<file path="src/rtl/rf_pkg.sv">
// rtl/rf_pkg.sv - shared types and constants for the register-file writeback path
// Purpose: register address width, register count, the zero register and the
//          default queued writeback entry type.
package rf_pkg;

  localparam int REG_ADDR_W = 5;
  localparam int NUM_REGS   = 32;
  localparam int RF_DATA_W  = 32;

  localparam logic [REG_ADDR_W-1:0] ZERO_REG = 5'd0;

  typedef struct packed {
    logic [REG_ADDR_W-1:0] rd;
    logic [RF_DATA_W-1:0]  data;
  } wb_entry_t;

endpackage

</file>
<file path="src/rtl/rf_wb_fifo.sv">
// rtl/rf_wb_fifo.sv - long-latency writeback result queue
// Purpose: DEPTH-entry FIFO of writeback entries with registered occupancy.
// Ports:
//   clk, rst        clock, asynchronous active-low reset (clears pointers and count)
//   push, wr_entry  enqueue; caller guarantees !full
//   pop,  rd_entry  dequeue; rd_entry is the current head, caller guarantees !empty
//   count           occupancy, 0..DEPTH
//   full, empty     decoded from count
module rf_wb_fifo
  import rf_pkg::*;
#(
  parameter int  DEPTH   = 4,
  parameter type entry_t = wb_entry_t
) (
  input  logic                   clk,
  input  logic                   rst,
  input  logic                   push,
  input  entry_t                 wr_entry,
  input  logic                   pop,
  output entry_t                 rd_entry,
  output logic [$clog2(DEPTH):0] count,
  output logic                   full,
  output logic                   empty
);

  localparam int PW = $clog2(DEPTH);

  entry_t        mem [DEPTH];
  logic [PW-1:0] wr_ptr;
  logic [PW-1:0] rd_ptr;

  // DEPTH is a power of two, so the pointers wrap by plain overflow.
  always_ff @(posedge clk or negedge rst) begin
    if (!rst) begin
      wr_ptr <= '0;
      rd_ptr <= '0;
      count  <= '0;
    end else begin
      if (push) wr_ptr <= wr_ptr + PW'(1);
      if (pop)  rd_ptr <= rd_ptr + PW'(1);
      case ({push, pop})
        2'b10:   count <= count + (PW+1)'(1);
        2'b01:   count <= count - (PW+1)'(1);
        default: count <= count;
      endcase
    end
  end

  // Storage needs no reset: reset empties the queue through the count.
  always_ff @(posedge clk) begin
    if (push) mem[wr_ptr] <= wr_entry;
  end

  assign rd_entry = mem[rd_ptr];
  assign full     = (count == (PW+1)'(DEPTH));
  assign empty    = (count == '0);

endmodule

</file>
<file path="src/rtl/rf_writeback_ctrl.sv">
// rtl/rf_writeback_ctrl.sv - register-file write port arbiter with busy scoreboard
// Purpose: merges single-cycle ALU results with queued long-latency results into
//          at most one registered register-file write per cycle, and tracks which
//          registers still await a long-latency result.
// Ports:
//   clk, rst                       clock, asynchronous active-low reset
//   alu_valid/alu_rd/alu_data      single-cycle result, always accepted, wins the port
//   ll_valid/ll_ready/ll_rd/ll_data long-latency result handshake into the queue
//   issue_valid/issue_long/issue_rd issuing instruction; long ones reserve their rd
//   chk_rs1/chk_rs2                decode-stage sources checked against the scoreboard
//   stall                          combinational hazard indication
//   RegWrite/rd_addr/write_data    registered write port of the register file
//   pending_cnt                    queue occupancy
module rf_writeback_ctrl
  import rf_pkg::*;
#(
  parameter int N     = 32,
  parameter int DEPTH = 4
) (
  input  logic                   clk,
  input  logic                   rst,
  input  logic                   alu_valid,
  input  logic [REG_ADDR_W-1:0]  alu_rd,
  input  logic [N-1:0]           alu_data,
  input  logic                   ll_valid,
  output logic                   ll_ready,
  input  logic [REG_ADDR_W-1:0]  ll_rd,
  input  logic [N-1:0]           ll_data,
  input  logic                   issue_valid,
  input  logic                   issue_long,
  input  logic [REG_ADDR_W-1:0]  issue_rd,
  input  logic [REG_ADDR_W-1:0]  chk_rs1,
  input  logic [REG_ADDR_W-1:0]  chk_rs2,
  output logic                   stall,
  output logic                   RegWrite,
  output logic [REG_ADDR_W-1:0]  rd_addr,
  output logic [N-1:0]           write_data,
  output logic [$clog2(DEPTH):0] pending_cnt
);

  typedef struct packed {
    logic [REG_ADDR_W-1:0] rd;
    logic [N-1:0]          data;
  } entry_t;

  entry_t                q_in;
  entry_t                q_head;
  logic                  q_push;
  logic                  q_pop;
  logic                  q_full;
  logic                  q_empty;
  logic [NUM_REGS-1:0]   busy;
  logic [NUM_REGS-1:0]   busy_next;

  assign q_in.rd   = ll_rd;
  assign q_in.data = ll_data;

  // ll_ready comes from the registered count only, so a dequeue while full
  // cannot open the queue in the same cycle.
  assign ll_ready = ~q_full;
  assign q_push   = ll_valid & ll_ready;
  // The queue only drains in cycles without ALU traffic.
  assign q_pop    = ~alu_valid & ~q_empty;

  rf_wb_fifo #(
    .DEPTH   (DEPTH),
    .entry_t (entry_t)
  ) u_fifo (
    .clk      (clk),
    .rst      (rst),
    .push     (q_push),
    .wr_entry (q_in),
    .pop      (q_pop),
    .rd_entry (q_head),
    .count    (pending_cnt),
    .full     (q_full),
    .empty    (q_empty)
  );

  // Set after clear so a register reserved and released in the same cycle
  // stays busy; x0 is never tracked.
  always_comb begin
    busy_next = busy;
    if (q_pop) busy_next[q_head.rd] = 1'b0;
    if (issue_valid && issue_long) busy_next[issue_rd] = 1'b1;
    busy_next[0] = 1'b0;
  end

  always_ff @(posedge clk or negedge rst) begin
    if (!rst) begin
      RegWrite   <= 1'b0;
      rd_addr    <= '0;
      write_data <= '0;
      busy       <= '0;
    end else begin
      // A winner targeting x0 still uses its slot but never writes.
      if (alu_valid) begin
        RegWrite   <= (alu_rd != ZERO_REG);
        rd_addr    <= alu_rd;
        write_data <= alu_data;
      end else if (q_pop) begin
        RegWrite   <= (q_head.rd != ZERO_REG);
        rd_addr    <= q_head.rd;
        write_data <= q_head.data;
      end else begin
        RegWrite   <= 1'b0;
      end
      busy <= busy_next;
    end
  end

  // The issuing rd is included so a second long op cannot overtake a pending write.
  assign stall = busy[chk_rs1] | busy[chk_rs2] | (issue_valid & busy[issue_rd]);

  // Upstream contract checks.
  always @(posedge clk) begin
    if (rst) begin
      assert (!(issue_valid && stall));
      assert (!(alu_valid && busy[alu_rd]));
    end
  end

endmodule

</file>
<file path="config.mk">
export PLATFORM = sky130hd
export DESIGN_NAME = rf_writeback_ctrl
export DESIGN_NICKNAME = d
export VERILOG_FILES = /design/src/rtl/rf_pkg.sv /design/src/rtl/rf_wb_fifo.sv /design/src/rtl/rf_writeback_ctrl.sv
export SDC_FILE = /design/constraint.sdc
export NUM_CORES = 1
export LEC_CHECK = 0
export ABC_CLOCK_PERIOD_IN_PS = 4030
export CAP_MARGIN = 20
export CORE_ASPECT_RATIO = 0.7
export CORE_MARGIN = 4
export CORE_UTILIZATION = 54
export DETAILED_ROUTE_END_ITERATION = 8
export PLACE_DENSITY_LB_ADDON = 0.3
export SETUP_SLACK_MARGIN = 0.5
export SLEW_MARGIN = 20
export SYNTH_ARGS = -nofsm -noshare
export SYNTH_HDL_FRONTEND = slang
export SYNTH_SLANG_ARGS = --single-unit
export TNS_END_PERCENT = 30
</file>
<file path="constraint.sdc">
create_clock -name clk -period 4.03 [get_ports clk]
set_input_delay 1.209 -clock clk [delete_from_list [all_inputs] [get_ports clk]]
set_output_delay 1.209 -clock clk [all_outputs]
set_load 0.01 [all_outputs]
</file>
==> summary.txt <==
CTS
  – Clk slew on worst S/H paths: 0.06 ns
  – H-tree Lvls: 1
  – Clock sinks: 224
  – Max Root-Sink Buffers: 3
  – TritonCTS buffer count: 22
  – Clock Root Buffer: clkbuf_16
  – CTS hold repair buffers: 0
  – Worst-skew pair later-pin latency: 0.50 ns
  – CTS tree: yes

Drt
  – Wire per inst: 22.8 um
  – Met2 Routed Length: 10,200 um
  – Via count: 6,235
  – WL met1: 10,500 um
  – Routed vias/inst: 6.07
  – DRC violation count after routing: 0
  – Drt total wl: 23,400 um
  – Drt pass-1 iters: 7
  – Post-route antenna net violation count: 0
  – Met3 wire len: 2250 um
  – DR top layer: met5
  – Starting DRT DRC Count: 754

Yosys
  – Cell accounting for the most synthesized area: edfxtp_1
  – Yosys cell types: 54
  – Syn Area/Cell: 15.8 um^2
  – Sequential area share after synthesis: 66.2%
  – Area share of the largest cell type after synthesis: 46.4%
  – Async SR Flop Fraction: 33.9%
  – Syn nets: 709
  – Synth warn: 0
  – Primary FF master, synth: edfxtp_1
  – Top post-synthesis cells by area: edfxtp_1 46%, dfrtp_1 20%, mux4_2 12%
  – Synthesized area: 9590 um^2
  – Flops & latches, synth: 224
  – EDFF count, synth: 148
  – Syn Inst Count: 608

Global route
  – Initial antenna violation count: 2
  – First-pass GRT wire length: 36,500 um
  – Vias in the first global route: 6,309
  – Largest net degree at the start of global routing: 77
  – Overflow after GRT: 0
  – Total GRT Usage: 23.4%

Timing
  – Number of setup violations in the final report: 0
  – Min cycle time layout: 4.01 ns
  – Max Freq: 0.249 GHz
  – Final Cycle Share: 99.5%
  – RSZ-0062 raised after global routing: yes
  – Fin. max-slew vios: 0
  – Final WS setup: 0.0203 ns
  – Hold Fails Final Rpt: 0
  – Worst Skew: 0.0166 ns
  – Slew HR: 51.0%
  – Worst Tran Pin Value: 0.735 ns

Hold path
  – Hold crit path type: reg2reg
  – Hold_sp: write_data[14]

Die
  – Die span in x: 167 um
  – Die H: 119 um
  – Ports: 138
  – Rows: 40
  – DIE AREA: 20,000 um^2
  – Area of the core: 17,300 um^2
  – Starting Density: 55.5%

Critical path
  – R2R Path Start: u_fifo.rd_ptr[0]
  – CP Launch Type: input pin
  – CP max FO: 6
  – CP max-delay cell: mux4_2
  – Slowest stage delay, CP: 0.50 ns
  – WS Path Type: in2out
  – Crit path max-delay family: compound AO/OA/AOI/OAI gates
  – Critical Path AT: 2.80 ns
  – Worst Path Buf+Inv: 3
  – Worst Path Required: 2.82 ns
  – CP Capture Type: output pin
  – Worst path cell trace: buf_6 > buf_8 > mux4_2 > a22oi_1 > o211ai_1 > o31ai_4 > o2111ai_2 > buf_2
  – Critical Path Start: issue_rd[0]

Layout
  – Non-Filler Instances: 1,027
  – Final nets: 881
  – Antenna Diode Count: 0
  – Fraction of layout cells with a size suffix above 1: 20.0%
  – Final core utilization: 71.0%
  – Layout overhead on the synthesized area: 27.8%

Status
  – Outcome: complete, no violations

Place
  – Dpl ws: -0.890 ns
  – # port buffers: 137
  – Placer Congestion: 0.979
  – Placed cells: 987
  – Dpl hpwl: 16,200 um

Power and ir drop
  – Leak Pwr: 4.50 nW
  – Maximum vdd drop: 363 uV
  – Total power: 8.38 mW
  – Pwr per Cell Area: 684 nW/um^2

Job
  – Total of max-cap violations: 0
-- final timing paths --
path	endpoint	slack, ns	depth (start not counted)
setup / recovery	stall	0.02	8
hold / removal	write_data[14]	0.48	2
setup reg to reg	busy[1]	1.35	5
hold reg to reg	write_data[14]	0.48	2
max in group asynchronous	u_fifo.rd_ptr[0]	2.75	1
min in group asynchronous	write_data[15]	0.75	1
-- cell usage after synthesis, types with 7 or more instances --
library cell	count
mux2i_1	43
nand2b_1	8
buf_2	10
mux4_2	51
dfrtp_1	76
nor2_1	8
nor2b_1	7
clkbuf_1	17
inv_1	11
o21ai_0	94
edfxtp_1	148
nand2_1	51
-- layout by cell type, fill, tap and decap left out, types with 11 or more instances in the layout --
cell             instances
edfxtp_1               148
clkdlybuf4s50_1        120
o21ai_0                 94
dfrtp_1                 74
mux4_2                  51
nand2_1                 51
mux2i_1                 43
buf_4                   39
clkbuf_16               23
inv_1                   11
-- registers in the layout, indices dropped and copies added, names as in the netlist --
name / count
u_fifo.wr_ptr: 2
u_fifo.count: 3
write_data: 32
rd_addr: 5
busy: 31
u_fifo.mem: 148
u_fifo.rd_ptr: 2
RegWrite: 1
-- repair_timing --
item / 4_1_cts / 5_1_grt
setup endpoints to repair: 1 / 1
resized for setup: 34 / 12
setup buffers: 0 / 0
pin swaps: 6 / 6
-- through the flow --
| step | area (um^2) | TNS (ns) | hold WS (ns) |
|---|---|---|---|
| after floorplan | 9590 | 0 | 0.487 |
| after global placement | 11400 | -0.804 | 0.462 |
| after detailed placement | 11400 | -0.890 | 0.471 |
| after CTS | 12200 | -0.0777 | 0.485 |
| after global routing | 12300 | -0.0172 | 0.509 |
| final | 12300 | 0 | 0.483 |
-- area by class of cell --
| class | count | area, um^2 |
|---|---|---|
| sequential | 224 | 6350 |
| fill | 1137 | 5010 |
| multi-input combinational | 342 | 3170 |
| timing repair buffer | 179 | 1690 |
| clock buffer | 31 | 616 |
| tap | 231 | 289 |
| clock inverter | 9 | 101 |
| inverter | 11 | 41.3 |
-- metal layers --
metal | vias up | global-route usage (%)
met5 | - | 0
met4 | 4 | 3.50
met3 | 36 | 6.67
met2 | 314 | 34.8
met1 | 3146 | 35.8
li1 | 2735 | -
-- worst register-to-register path: stages (launching register included) --
cell and delay [ns]:
dfrtp_2 0.63, buf_4 0.40, mux4_1 0.80, or3_4 0.44, o21ai_0 0.14, o21ai_0 0.13
-- where the power goes --
group	total [mW]	leakage, nW	internal (mW)	switching [mW]
Sequential	3.73	2.28	3.16	0.567
Clock	2.02	0.341	1.20	0.820
Combinational	2.63	1.88	1.36	1.28
Total	8.38	4.50	5.71	2.66
-- cells by family after synthesis --
family | share of synthesized area [%]
flops | 66.2
fa+ha+maj | 0.862
xor+xnor | 0.548
buf+inv | 1.85
mux | 17.5
compound gates | 7.10
simple gates | 5.94
No activity file was read; power rests on OpenSTA's default activity.
==> edit (same flow settings) <==
`DEPTH` is set to 4 in 2 places; all go to 8.
--- a/src/rtl/rf_wb_fifo.sv
+++ b/src/rtl/rf_wb_fifo.sv
@@ -9,7 +9,7 @@
 module rf_wb_fifo
   import rf_pkg::*;
 #(
-  parameter int  DEPTH   = 4,
+  parameter int  DEPTH   = 8,
   parameter type entry_t = wb_entry_t
 ) (
   input  logic                   clk,
--- a/src/rtl/rf_writeback_ctrl.sv
+++ b/src/rtl/rf_writeback_ctrl.sv
@@ -15,7 +15,7 @@
   import rf_pkg::*;
 #(
   parameter int N     = 32,
-  parameter int DEPTH = 4
+  parameter int DEPTH = 8
 ) (
   input  logic                   clk,
   input  logic                   rst,
Ports: changed (resized pending_cnt); port bits go from 138 to 139. No check against the original RTL was run, so the function may have changed too.
==> edit against the unedited design <==
- worst setup slack improved by 0.0087 ns
- via count increased by 38%
- area after synthesis increased by 59%
- sequential cell count increased by 151
- register-to-register slack got worse by 0.05 ns
- final cell count increased by 38%
- total power increased by 51%
- non-clock buffer count increased by 12
- cell area increased by 52%
- routed wire length increased by 49%
- maximum frequency increased by 0.22%
- sequential power increased by 52%
- critical path type unchanged
- largest power group unchanged
==> edit: results <==
set metrics [dict create \
    reg_top3 "u_fifo.mem (296), write_data (32), busy (31)" \
    clockRootBuffer "clkbuf_16" \
    grt_pass1_wl_mm 53.8 \
    drt_iter0_drc 914 \
    power.leakage_nw 6.40 \
    grt_use_met3_pct 5.33 \
    synthDistinctLibCells 50 \
    avgSynthCellArea_um2 18.3 \
    yosys_warnings 0 \
    ys_seq_area_share_pct 71.2 \
    htree_levels 2 \
    status "completed" \
    synth-xor-area-share_pct 0.459 \
    synth_common_cells "296 x edfxtp_1, 87 x mux4_2, 79 x dfrtp_1" \
    async_flop_share_pct 21.1 \
    port_buffers 138 \
    synthMuxAreaShare_pct 17.2 \
    via_per_inst 6.06 \
    dr.pass1.iters 5 \
    ctsHoldBuffers 0 \
    grt_pass1_vias 8951 \
    cts_buffers 35 \
    synth_compound_area_share_pct 6.47 \
    antenna_found_initial 2 \
    fill_cells 1826 \
    synth_edf_count 296 \
    wl_per_cell_um 24.6 \
    grt_use_met1_pct 34.0 \
    synth_adder_area_share_pct 0.410 \
    dp.cells 1351 \
    min_path_type "register to register" \
    drive_gt1_share_pct 23.2 \
    synth_fp_nets 935 \
    grt_max_degree 71 \
    worst-path-max-fanout 7 \
    crit_arrival_ns 2.79 \
    nets 1118 \
    max-vdd-ir-drop_v 0.000387 \
    use_met2_pct 35.3 \
    ys.flop_type "edfxtp_1" \
    dpl.hpwl_mm 21.5 \
    clk_pin_slew_worst_paths_ns 0.06 \
    clk_path_buf_depth 3 \
    synth_area_leaders "edfxtp_1 58%, dfrtp_1 13%, mux4_2 13%" \
    clk_latency_ns 0.52 \
    gp_congestion 0.897 \
    grtUsageTotal_pct 22.7 \
    worst_slew_pin_slew_ns 0.980 \
    finClkSkew_ns 0.0149 \
    vias 8574 \
]
==> edit: report_power, final <==
| group | leakage, nW | internal (W) | switching, W |
|---|---|---|---|
| combinational | 2.20 | 0.00191 | 0.00185 |
| clock | 0.535 | 0.00180 | 0.00139 |
| sequential | 3.66 | 0.00502 | 0.000650 |
| total | 6.40 | 0.00873 | 0.00390 |
==> edit: kinds of logic (layout without fill, tap and decap cells) <==
group / after synthesis / count (layout)
AND/OR/NAND/NOR: 80 / 80
other: 0 / 1
multiplexers: 149 / 149
AO/OA/AOI/OAI: 165 / 165
buffers and inverters: 53 / 262
XOR/XNOR: 8 / 8
adder cells (fa/ha/maj): 5 / 5
flip-flops: 375 / 375
==> edit: per-layer routing <==
layer	part of all wire, %	wire (µm)	up-vias
met5	0.077	27	-
met4	1.3	440	4
met3	8.1	2830	48
met2	47	16400	344
met1	44	15200	4396
li1	-	-	3782
==> edit: cell type report <==
cell class	count	area [µm²]	area share, %
sequential	375	10900	58.3
tap	371	464	2.49
multi-input combinational	407	4300	23.1
clock buffer	43	937	5.02
clock inverter	20	173	0.925
inverter	8	30.0	0.161
timing repair buffer	191	1880	10.1
antenna	1	2.50	0.0134
==> edit: critical path, cell delays in order <==
cell       delay [ns]
buf_12           0.12
mux2_4           0.29
o2bb2ai_1        0.12
a222oi_1         0.37
nand4_1          0.20
a221o_1          0.35
buf_2            0.14
==> edit: worst paths after layout <==
check | startpoint | end | depth (start not counted) | slack (ns)
max reg2reg | u_fifo.rd_ptr[0] | busy[6] | 5 | 1.30
max in group asynchronous | rst | u_fifo.rd_ptr[0] | 1 | 2.44
min reg2reg | write_data[30] | write_data[30] | 2 | 0.50
min in group asynchronous | rst | write_data[20] | 1 | 0.84
max | issue_rd[0] | stall | 7 | 0.03
min | write_data[30] | write_data[30] | 2 | 0.50
==> edit: what timing repair did <==
item / in CTS / in global routing
pin swaps: 8 / 3
buffers inserted: 1 / 0
resized for setup: 61 / 2
gates cloned: 0 / 0
endpoints found under the setup margin: 1 / 1
==> edit: per-stage QoR <==
step                TNS [ns]  setup WS (ns)  area (µm²)
finish                     0         0.0289       18700
global route         -0.0579        -0.0579       18700
CTS                        0         0.0615       18700
detailed placement    -0.948         -0.948       17500
global placement      -0.945         -0.945       17500
floorplan            -0.0508        -0.0508       15300
